<file path="src/rtl/banked_ram_arbiter.sv">
// Arbitrates clients A and B onto a dual-ported banked RAM with same-bank conflict stalls,
// B aging priority and 1-cycle read response routing. Optional counters: BANKED_RAM_ARB_STATS_EN.
module banked_ram_arbiter #(
   parameter int TAG_W      = 2,
   parameter int DATA_WIDTH = 16,
   parameter int ADDR_WIDTH = 13,
   parameter int AGE_MAX    = 4,
   parameter int STAT_W     = 16
) (
   input  logic                  clk,
   input  logic                  reset,
   input  logic                  a_req_valid,
   output logic                  a_req_ready,
   input  logic                  a_req_we,
   input  logic [ADDR_WIDTH-1:0] a_req_addr,
   input  logic [DATA_WIDTH-1:0] a_req_wdata,
   output logic                  a_rsp_valid,
   output logic [DATA_WIDTH-1:0] a_rsp_data,
   input  logic                  b_req_valid,
   output logic                  b_req_ready,
   input  logic                  b_req_we,
   input  logic [ADDR_WIDTH-1:0] b_req_addr,
   input  logic [DATA_WIDTH-1:0] b_req_wdata,
   output logic                  b_rsp_valid,
   output logic [DATA_WIDTH-1:0] b_rsp_data,
   output logic                  ram_read_req_a,
   output logic [ADDR_WIDTH-1:0] ram_read_addr_a,
   input  logic [DATA_WIDTH-1:0] ram_read_data_a,
   output logic                  ram_write_req_a,
   output logic [ADDR_WIDTH-1:0] ram_write_addr_a,
   output logic [DATA_WIDTH-1:0] ram_write_data_a,
   output logic                  ram_read_req_b,
   output logic [ADDR_WIDTH-1:0] ram_read_addr_b,
   input  logic [DATA_WIDTH-1:0] ram_read_data_b,
   output logic                  ram_write_req_b,
   output logic [ADDR_WIDTH-1:0] ram_write_addr_b,
   output logic [DATA_WIDTH-1:0] ram_write_data_b
`ifdef BANKED_RAM_ARB_STATS_EN
   ,
   output logic [STAT_W-1:0]     stat_conflicts,
   output logic [STAT_W-1:0]     stat_b_aged
`endif
);

   localparam int AGE_W = (AGE_MAX < 1) ? 1 : $clog2(AGE_MAX + 1);

   logic [AGE_W-1:0] age_cnt;
   logic [TAG_W-1:0] a_tag, b_tag;
   logic             conflict, b_prio, a_acc, b_acc;
   logic             a_rsp_q, b_rsp_q;

   assign a_tag = a_req_addr[ADDR_WIDTH-1 -: TAG_W];
   assign b_tag = b_req_addr[ADDR_WIDTH-1 -: TAG_W];

   assign conflict = a_req_valid && b_req_valid && (a_req_we == b_req_we) && (a_tag == b_tag);
   assign b_prio   = (age_cnt == AGE_W'(AGE_MAX));

   // Handshake: a transfer happens in a cycle where valid && ready; ready is combinational
   // from both valids and drops only for the loser of a same-bank, same-direction conflict.
   assign a_req_ready = !reset && !(conflict && b_prio);
   assign b_req_ready = !reset && !(conflict && !b_prio);

   assign a_acc = a_req_valid && a_req_ready;
   assign b_acc = b_req_valid && b_req_ready;

   assign ram_read_req_a   = a_acc && !a_req_we;
   assign ram_write_req_a  = a_acc && a_req_we;
   assign ram_read_addr_a  = a_req_addr;
   assign ram_write_addr_a = a_req_addr;
   assign ram_write_data_a = a_req_wdata;

   assign ram_read_req_b   = b_acc && !b_req_we;
   assign ram_write_req_b  = b_acc && b_req_we;
   assign ram_read_addr_b  = b_req_addr;
   assign ram_write_addr_b = b_req_addr;
   assign ram_write_data_b = b_req_wdata;

   always_ff @(posedge clk) begin
      if (reset) begin
         age_cnt <= '0;
         a_rsp_q <= 1'b0;
         b_rsp_q <= 1'b0;
      end else begin
         a_rsp_q <= ram_read_req_a;
         b_rsp_q <= ram_read_req_b;
         if (b_acc)
            age_cnt <= '0;
         else if (conflict && !b_prio)
            age_cnt <= age_cnt + AGE_W'(1);
      end
   end

   // Gating with reset drops a response that would otherwise appear in the reset cycle itself.
   assign a_rsp_valid = a_rsp_q && !reset;
   assign b_rsp_valid = b_rsp_q && !reset;
   assign a_rsp_data  = ram_read_data_a;
   assign b_rsp_data  = ram_read_data_b;

`ifdef BANKED_RAM_ARB_STATS_EN
   always_ff @(posedge clk) begin
      if (reset) begin
         stat_conflicts <= '0;
         stat_b_aged    <= '0;
      end else begin
         if (conflict && (stat_conflicts != '1))
            stat_conflicts <= stat_conflicts + STAT_W'(1);
         if (conflict && b_prio && (stat_b_aged != '1))
            stat_b_aged <= stat_b_aged + STAT_W'(1);
      end
   end
`endif

endmodule

</file>
<file path="config.mk">
export PLATFORM = sky130hd
export DESIGN_NAME = banked_ram_arbiter
export DESIGN_NICKNAME = d
export VERILOG_FILES = /design/src/rtl/banked_ram_arbiter.sv
export SDC_FILE = /design/constraint.sdc
export NUM_CORES = 1
export LEC_CHECK = 0
export ABC_AREA = 0
export CORE_ASPECT_RATIO = 2
export CORE_MARGIN = 8
export CORE_UTILIZATION = 21
export CTS_CLUSTER_DIAMETER = 30
export DETAILED_ROUTE_END_ITERATION = 10
export GPL_TIMING_DRIVEN = 0
export PLACE_DENSITY = 0.8
export SYNTH_ARGS = -nofsm -noshare
export SYNTH_HDL_FRONTEND = slang
export SYNTH_SLANG_ARGS = --single-unit
</file>
<file path="constraint.sdc">
create_clock -name clk -period 1.8 [get_ports clk]
set_clock_uncertainty 0.1 [all_clocks]
set_input_delay 0.27 -clock clk [delete_from_list [all_inputs] [get_ports clk]]
set_output_delay 0.27 -clock clk [all_outputs]
set_load 0.05 [all_outputs]
</file>
### Yosys cells after proc, flatten, opt, wreduce, memory -nomap -nowiden

Cells that the tools add are included.

* add/subtract/negate cells: 1
* multiply operators: 0
* divide/modulo/power cells: 0
* order comparisons: 0
* equality and inequality tests: 3
* shift operators: 0
* muxes and demuxes: 0
* bitwise operators: 0
* reductions and logical operators: 22

Operator list (count)
* $logic_and A1 B1 Y1: 15
* $logic_not A1 Y1: 6
* $add A3 B1 Y3 const B: 1
* $eq A3 B3 Y1 const B: 1
* $eq A2 B2 Y1: 1
* $reduce_or A2 Y1: 1
* $eq A1 B1 Y1: 1

* register bits after elaboration: 5
* bits in latches: 0
* memory bits (writable): 0
* ROM bits: 0
* input port bits: 96
* output and inout bits: 124
* logic and storage cells: 29
* memories: 0

### Longest topological paths before layout

Gate-level depths: netlist of the first run.

* depth after elaboration: 8
* mapped depth: 5
* mapped depth without buffers: 5

### Worst setup path before layout of the first run

Ideal clock, no wire load.

* kind: flip-flop to output port
* start point: reg age_cnt[0]
* end point: out ram_read_req_a
* arrival: 2397 ps
* required time: 1430 ps
* path slack: -967 ps
* cell stages (with the launch flop): 6
* path buffers: 0
* cells stage by stage: dfxtp_1 inv_1 ha_1 nand4_1 nor4_1 nor4b_1

* cells in the longest elaborated chain, start to end: 6

Ends and longest elaborated chain
* start: declaration: RTL line 47 `logic [AGE_W-1:0] age_cnt;`
* start signal: assignment: RTL line 89 `age_cnt <= age_cnt + AGE_W'(1);`
* $eq A3 B3 Y1: RTL line 56 `assign b_prio = (age_cnt == AGE_W'(AGE_MAX));`
* $logic_and A1 B1 Y1: RTL line 60 `assign a_req_ready = !reset && !(conflict && b_prio);`
* $logic_not A1 Y1: RTL line 60
* $logic_and A1 B1 Y1: RTL line 60
* $logic_and A1 B1 Y1: RTL line 63 `assign a_acc = a_req_valid && a_req_ready;`
* $logic_and A1 B1 Y1: RTL line 66 `assign ram_read_req_a = a_acc && !a_req_we;`
* end: declaration: RTL line 26 `output logic ram_read_req_a,`

No other way between the ends.

### Worst setup path after layout of the first run

Ends and elaborated chain as after synthesis.

==> results of run 1 <==
[per-stage QoR]
step | instances | utilization [%]
finish | 360 | 50.16
global route | 360 | 50.16
CTS | 360 | 50.16
detailed placement | 353 | 46.53
global placement | 353 | 46.53
floorplan | 159 | -
[sequential cells by signal, indices dropped and copies added (netlist names)]
register and flops:
b_rsp_q 1, age_cnt 3, a_rsp_q 1
[area by class of cell]
type,instances,area share (%)
Clock buffer,4,2.752
Buffer,117,30.67
Timing Repair Buffer,136,46.48
Sequential cell,5,3.582
Multi-Input combinational cell,34,13.46
Inverter,3,0.3932
Tap cell,61,2.665
[per-layer routing]
layer | part of all wire [%] | up-vias | wire length [um] | track usage (%)
met4 | 0.43 | 0 | 28 | 1.429
li1 | - | 663 | - | -
met3 | 22 | 4 | 1404 | 12.28
met1 | 29 | 606 | 1891 | 10.82
met2 | 48 | 183 | 3116 | 24.65
met5 | 0 | - | 0 | 0
[how the worst max path moves through the flow]
stage,startpoint,depth (start not counted),end
2_1_floorplan,b_req_addr[12],3,ram_read_req_b
3_3_place_gp,a_req_addr[12],5,ram_write_req_b
4_1_cts,age_cnt[1],6,ram_read_req_a
6_report,age_cnt[0],6,ram_read_req_a
5_1_grt,age_cnt[0],6,ram_read_req_a
3_5_place_dp,a_req_addr[12],5,ram_write_req_b
[synthesized netlist by cell type, types with 2 or more instances]
cell        n
ha_1        2
a211oi_1    3
o31ai_2     2
buf_4     116
nor2_1      2
inv_1       3
xor2_1      4
nor4b_1     2
nor4_1      2
nor2b_1     2
nand2b_1    3
nand2_1     5
dfxtp_1     5
[power breakdown]
| group | internal, mW | switching (mW) |
|---|---|---|
| Sequential | 0.114 | 0.000592 |
| Combinational | 0.416 | 0.664 |
| Clock | 0.294 | 0.0783 |
| Total | 0.824 | 0.743 |
[kinds of logic (layout without fill, tap and decap cells)]
kind of cell / Yosys count / after routing
XOR/XNOR: 4 / 4
buffers and inverters: 120 / 260
adder cells (fa/ha/maj): 2 / 2
flip-flops: 5 / 5
AO/OA/AOI/OAI: 7 / 7
AND/OR/NAND/NOR: 21 / 21
[repair_timing]
action | in CTS | in global routing
setup endpoints to repair | 17 | 5
setup buffers | 3 | 0
pin swaps | 12 | 4
resized for setup | 102 | 7
==> flow_metrics.tcl, run 1 <==
set metrics [dict create \
    share_of_layout_cells_above_drive_strength_1_pct 52.51 \
    synth.lib_cells_used.distinct 21 \
    hold_path_end "b_rsp_q" \
    fp.dieH_um 124.6 \
    avgSynthCellArea_sq_um 7.783 \
    finish.instance_area_sq_um 2864 \
    min_path_cells 2 \
    final_antenna_net_count 0 \
    worst_slew_margin_rel_pct 61.10 \
    area_of_the_placeable_core_sq_um 5709 \
    path_cells "inv_2 > ha_4 > nand4_1 > nor4_4 > nor4b_2 > buf_4" \
    setup_total_negative_slack_ns -0.2108 \
    critical_path.reg2reg.endpoint "a_rsp_q" \
    result_of_the_run "finished with violations" \
    wire_length_of_the_first_global_routing_pass_um 9625 \
    worst_hold_slack_ns 0.2348 \
    seq_area_frac_synth_pct 8.089 \
    dr.pass1.iters 2 \
    maxCapViolCount 0 \
    detail_route.iter0.violations 46 \
    cts-htree-levels 1 \
    async_flop_share_pct 0 \
    synth_xor_xnor_area_share_pct 2.831 \
    setup_repair_after_global_routing_missed_its_margin "true" \
    synthesis.instances 159 \
    postSynthRegisterBits 5 \
    reg2reg_from "age_cnt[0]" \
    hold_path_startpoint "b_req_we" \
    critical_path.n_buffers_inverters 2 \
    syn_area_sq_um 1237 \
    antennaDiodeCount 0 \
    reg2regPathDepth 5 \
    preCtsSetupSlack_ns -1.207 \
    clkSlewWorstSetupHoldPaths_ns 0.03 \
    first_global_vias 1719 \
    floorplan.die_area_sq_um 8754 \
    synth_largest_type_area_fraction_pct 70.37 \
    violations_in_the_final_reports "negative setup slack" \
    worstSetupEndpointType "output port" \
    cts_tree "done" \
    max-vdd-ir-drop_uv 597.7 \
    detailroute.via_count 1456 \
    crit_path_start_kind "register" \
    gr-total-overflow 0 \
    port-buffer-count 133 \
    start_util_pct 21.67 \
    mostFrequentLayoutCells "121 x buf_4, 109 x clkdlybuf4s50_1, 9 x dlygate4sd2_1" \
    tritoncts.num_buffers 3 \
    total_power_mw 1.568 \
    placed_cell_area_sq_um 2656 \
    cp_max_fo 4 \
    clock_sinks 5 \
    gp_congestion 0.7381 \
    slowest_delay_ns 0.31 \
    area.sequential_sq_um 102.6 \
    synth_area_leader "buf_4" \
    netlist_top_cells_area "buf_4 70%, dfxtp_1 8.1%, xor2_1 2.8%, ha_1 2.0%, o31ai_2 2.0%" \
    worst-setup-path-type "reg -> out" \
    largest_net_degree_at_the_start_of_global_routing 11 \
    area_delta_synth_final_pct 131.4 \
    dpl.hpwl_um 5961 \
    fmaxAchievable_mhz 535.8 \
    cp.required_ns 1.43 \
    cts_buffer_depth 2 \
    synth_simple_gate_area_share_pct 9.909 \
    clock_period_minus_final_worst_setup_slack_ns 1.866 \
    post-route-period-util_pct 103.7 \
    layout_commonest_cell "buf_4" \
    timing.final.ws_setup_ns -0.06639 \
    crit_family "simple AND/OR/NAND/NOR gates" \
    nets_final 398 \
    cts_hold_buf 0 \
    finalSetupViolCount 4 \
    die_w_um 70.28 \
    global_route.usage.total_pct 13.70 \
    drt_drc_violations_left 0 \
    io_pins 220 \
    cellPowerDensity_nw_per_um2 547.4 \
    row_count 39 \
    synth_edf_count 0 \
    route.detailed.vias_per_inst 4.044 \
    post_synth_fa_ha_maj_area_fraction_pct 2.022 \
    combinational_family_with_the_most_area_after_synthesis "buffers and inverters" \
    cellLeakagePower_nw 1.329 \
    finalWirelength_um 6440 \
    yosys_warnings 0 \
    worst-slew-pin-transition_ns 0.5817 \
    min-delay-path-class "in -> reg" \
    multi_input_area_sq_um 385.4 \
    fillerInstances 513 \
    wl_per_cell_um 17.89 \
    synth_compound_area_share_pct 5.561 \
    clock_insertion_delay_worst_skew_ns 0.23 \
    timing.final.max_slew_violations 0 \
    dominantRegCellSynth "dfxtp_1" \
    cts.root.buffer_cell "clkbuf_16" \
    syn_nets 257 \
    critical_path_arrival_ns 1.50 \
    yosys-mux-area-fraction_pct 0 \
    timing.final.hold_violations 0 \
    cp_slowest_cell "dfxtp_2" \
    r2r_slack_ns 0.49 \
    antenna_violations_before_repair 0 \
]
Note: power is estimated with default switching activity, not from simulation.
==> inputs of run 2 (changes only) <==
--- a/config.mk
+++ b/config.mk
@@ -11,6 +11,7 @@
 export CORE_UTILIZATION = 21
 export CTS_CLUSTER_DIAMETER = 30
 export DETAILED_ROUTE_END_ITERATION = 10
+export GPL_ROUTABILITY_DRIVEN = 0
 export GPL_TIMING_DRIVEN = 0
 export PLACE_DENSITY = 0.8
 export SYNTH_ARGS = -nofsm -noshare
==> results of run 2 <==
No change in the layout: final DEF, timing and power equal those of run 1.
==> inputs of run 3 (changes only) <==
--- a/config.mk
+++ b/config.mk
@@ -6,14 +6,16 @@
 export NUM_CORES = 1
 export LEC_CHECK = 0
 export ABC_AREA = 0
-export CORE_ASPECT_RATIO = 2
+export CELL_PAD_IN_SITES_DETAIL_PLACEMENT = 1
+export CELL_PAD_IN_SITES_GLOBAL_PLACEMENT = 1
+export CORE_ASPECT_RATIO = 0.6
 export CORE_MARGIN = 8
-export CORE_UTILIZATION = 21
+export CORE_UTILIZATION = 12
 export CTS_CLUSTER_DIAMETER = 30
 export DETAILED_ROUTE_END_ITERATION = 10
 export GPL_ROUTABILITY_DRIVEN = 0
 export GPL_TIMING_DRIVEN = 0
-export PLACE_DENSITY = 0.8
+export PLACE_DENSITY = 0.81
 export SYNTH_ARGS = -nofsm -noshare
 export SYNTH_HDL_FRONTEND = slang
 export SYNTH_SLANG_ARGS = --single-unit
==> flow_metrics.tcl, run 3 (same netlist as run 1, synthesis figures left out) <==
set metrics [dict create \
    path_cells "inv_2 > ha_4 > nand4_1 > nor4_4 > nor4b_2 > buf_4" \
    detail_route.iter0.violations 26 \
    antenna_violations_before_repair 0 \
    post-route-period-util_pct 103.7 \
    gr-total-overflow 0 \
    setup_repair_after_global_routing_missed_its_margin "true" \
    cts_hold_buf 0 \
    critical_path.reg2reg.endpoint "age_cnt[0]" \
    placed_cell_area_sq_um 2749 \
    cp_max_fo 4 \
    cellPowerDensity_nw_per_um2 528.5 \
    mostFrequentLayoutCells "124 x buf_4, 111 x clkdlybuf4s50_1, 7 x dlygate4sd2_1" \
    final_antenna_net_count 0 \
    nets_final 400 \
    worst-slew-pin-transition_ns 0.5826 \
    worstSetupEndpointType "output port" \
    tritoncts.num_buffers 3 \
    cts_buffer_depth 2 \
    antennaDiodeCount 0 \
    fp.dieH_um 94.66 \
    fillerInstances 1180 \
    min-delay-path-class "in -> reg" \
    cp_slowest_cell "dfxtp_2" \
    route.detailed.vias_per_inst 3.252 \
    finish.utilization_pct 29.79 \
    worst-setup-path-type "reg -> out" \
    worst_setup_path_startpoint "age_cnt[0]" \
    critical_path_arrival_ns 1.50 \
    cts.root.buffer_cell "clkbuf_16" \
    maxCapViolCount 0 \
    finish.instance_area_sq_um 2964 \
    timing.final.max_slew_violations 0 \
    cellLeakagePower_nw 1.332 \
    clock_insertion_delay_worst_skew_ns 0.22 \
    detailroute.via_count 1418 \
    layout_commonest_cell "buf_4" \
    port-buffer-count 133 \
    floorplan.die_area_sq_um 13920 \
    clock_sinks 5 \
    hold_path_startpoint "b_req_we" \
    dr.pass1.iters 4 \
    start_util_pct 12.44 \
    max_flop_register "age_cnt" \
    worst_slew_margin_rel_pct 61.04 \
    violations_in_the_final_reports "negative setup slack" \
    global_route.usage.total_pct 8.881 \
    largestRegisters "age_cnt (3), a_rsp_q (1), b_rsp_q (1)" \
    clkSlewWorstSetupHoldPaths_ns 0.03 \
    reg2reg_from "age_cnt[0]" \
    row_count 28 \
    timing.final.ws_setup_ns -0.06643 \
    max-vdd-ir-drop_uv 198.8 \
    largest_net_degree_at_the_start_of_global_routing 11 \
    fmaxAchievable_mhz 535.8 \
    cp.required_ns 1.43 \
    first_global_vias 1648 \
    wl_per_cell_um 16.14 \
    result_of_the_run "finished with violations" \
    min_path_cells 2 \
    crit_path_start_kind "register" \
    die_w_um 147.1 \
    finalSetupViolCount 5 \
    clock_period_minus_final_worst_setup_slack_ns 1.866 \
    dpl.hpwl_um 6379 \
    finalWirelength_um 7036 \
    number_of_flip_flops_under_the_largest_register_name 3 \
    area_of_the_placeable_core_sq_um 9950 \
    area_delta_synth_final_pct 139.5 \
    drt_drc_violations_left 0 \
    slowest_delay_ns 0.31 \
    reg2regPathDepth 5 \
    cts_tree "done" \
    share_of_layout_cells_above_drive_strength_1_pct 52.82 \
    wire_length_of_the_first_global_routing_pass_um 9673 \
    hold_path_end "b_rsp_q" \
    cts-htree-levels 1 \
    r2r_slack_ns 0.46 \
    io_pins 220 \
    timing.final.hold_violations 0 \
]
[run 3: worst max-delay path by stage]
| stage | to | slack (ns) | cells past startpoint |
|---|---|---|---|
| final | ram_read_req_a | -0.07 | 6 |
| after global routing | ram_read_req_a | -0.16 | 6 |
| after detailed placement | ram_write_req_a | -1.19 | 5 |
| after floorplan | ram_read_req_b | -0.39 | 3 |
| after CTS | ram_read_req_a | -0.18 | 6 |
| after global placement | ram_read_req_a | -1.12 | 5 |
[run 3: cell type report]
cell class | count | area, sq um | share of cell area, %
Multi-Input combinational cell | 34 | 385.4 | 13.00
Timing Repair Buffer | 138 | 1341 | 45.25
Buffer | 117 | 875.8 | 29.55
Clock buffer | 4 | 78.83 | 2.659
Sequential cell | 5 | 102.6 | 3.461
Tap cell | 135 | 168.9 | 5.699
Inverter | 3 | 11.26 | 0.3799
[run 3: what timing repair did]
action / 4_1_cts / 5_1_grt
setup endpoints to repair: 18 / 8
setup buffers: 4 / 1
gates resized for setup: 103 / 9
pin swaps: 8 / 5
[run 3: layer usage]
layer  GRT usage, %  part of all wire [%]  vias up
li1               -                     -      668
met1          8.149                    32      712
met2          20.06                    64       36
met3          1.528                   3.2        2
met4          1.519                  0.45        0
met5              0                     0        -
[run 3: worst max-delay path, delay by kind of cell, from the launching register on]
| family | cells | cell delay, ns |
|---|---|---|
| buf+inv | 2 | 0.27 |
| flops | 1 | 0.31 |
| simple gates | 3 | 0.55 |
| fa+ha+maj | 1 | 0.13 |
[run 3: through the flow]
stage	power, mW	hold WS (ns)	TNS [ns]	setup WS, ns	std cells
detailed placement	1.191	0.3973	-11.71	-1.192	427
floorplan	0.8625	0.2428	-1.134	-0.3861	159
global placement	1.178	0.3778	-11.06	-1.123	427
CTS	1.584	0.3492	-0.5254	-0.1842	435
finish	1.567	0.2644	-0.1917	-0.06643	436
global route	1.621	0.2737	-0.6919	-0.1605	436
[run 3: where the power goes]
part / leakage [nW] / internal, mW / total, mW / switching [mW]
clock: 0.0382 / 0.293 / 0.364 / 0.0703
sequential: 0.0416 / 0.114 / 0.115 / 0.000636
combinational: 1.25 / 0.417 / 1.09 / 0.671
total: 1.33 / 0.825 / 1.57 / 0.742
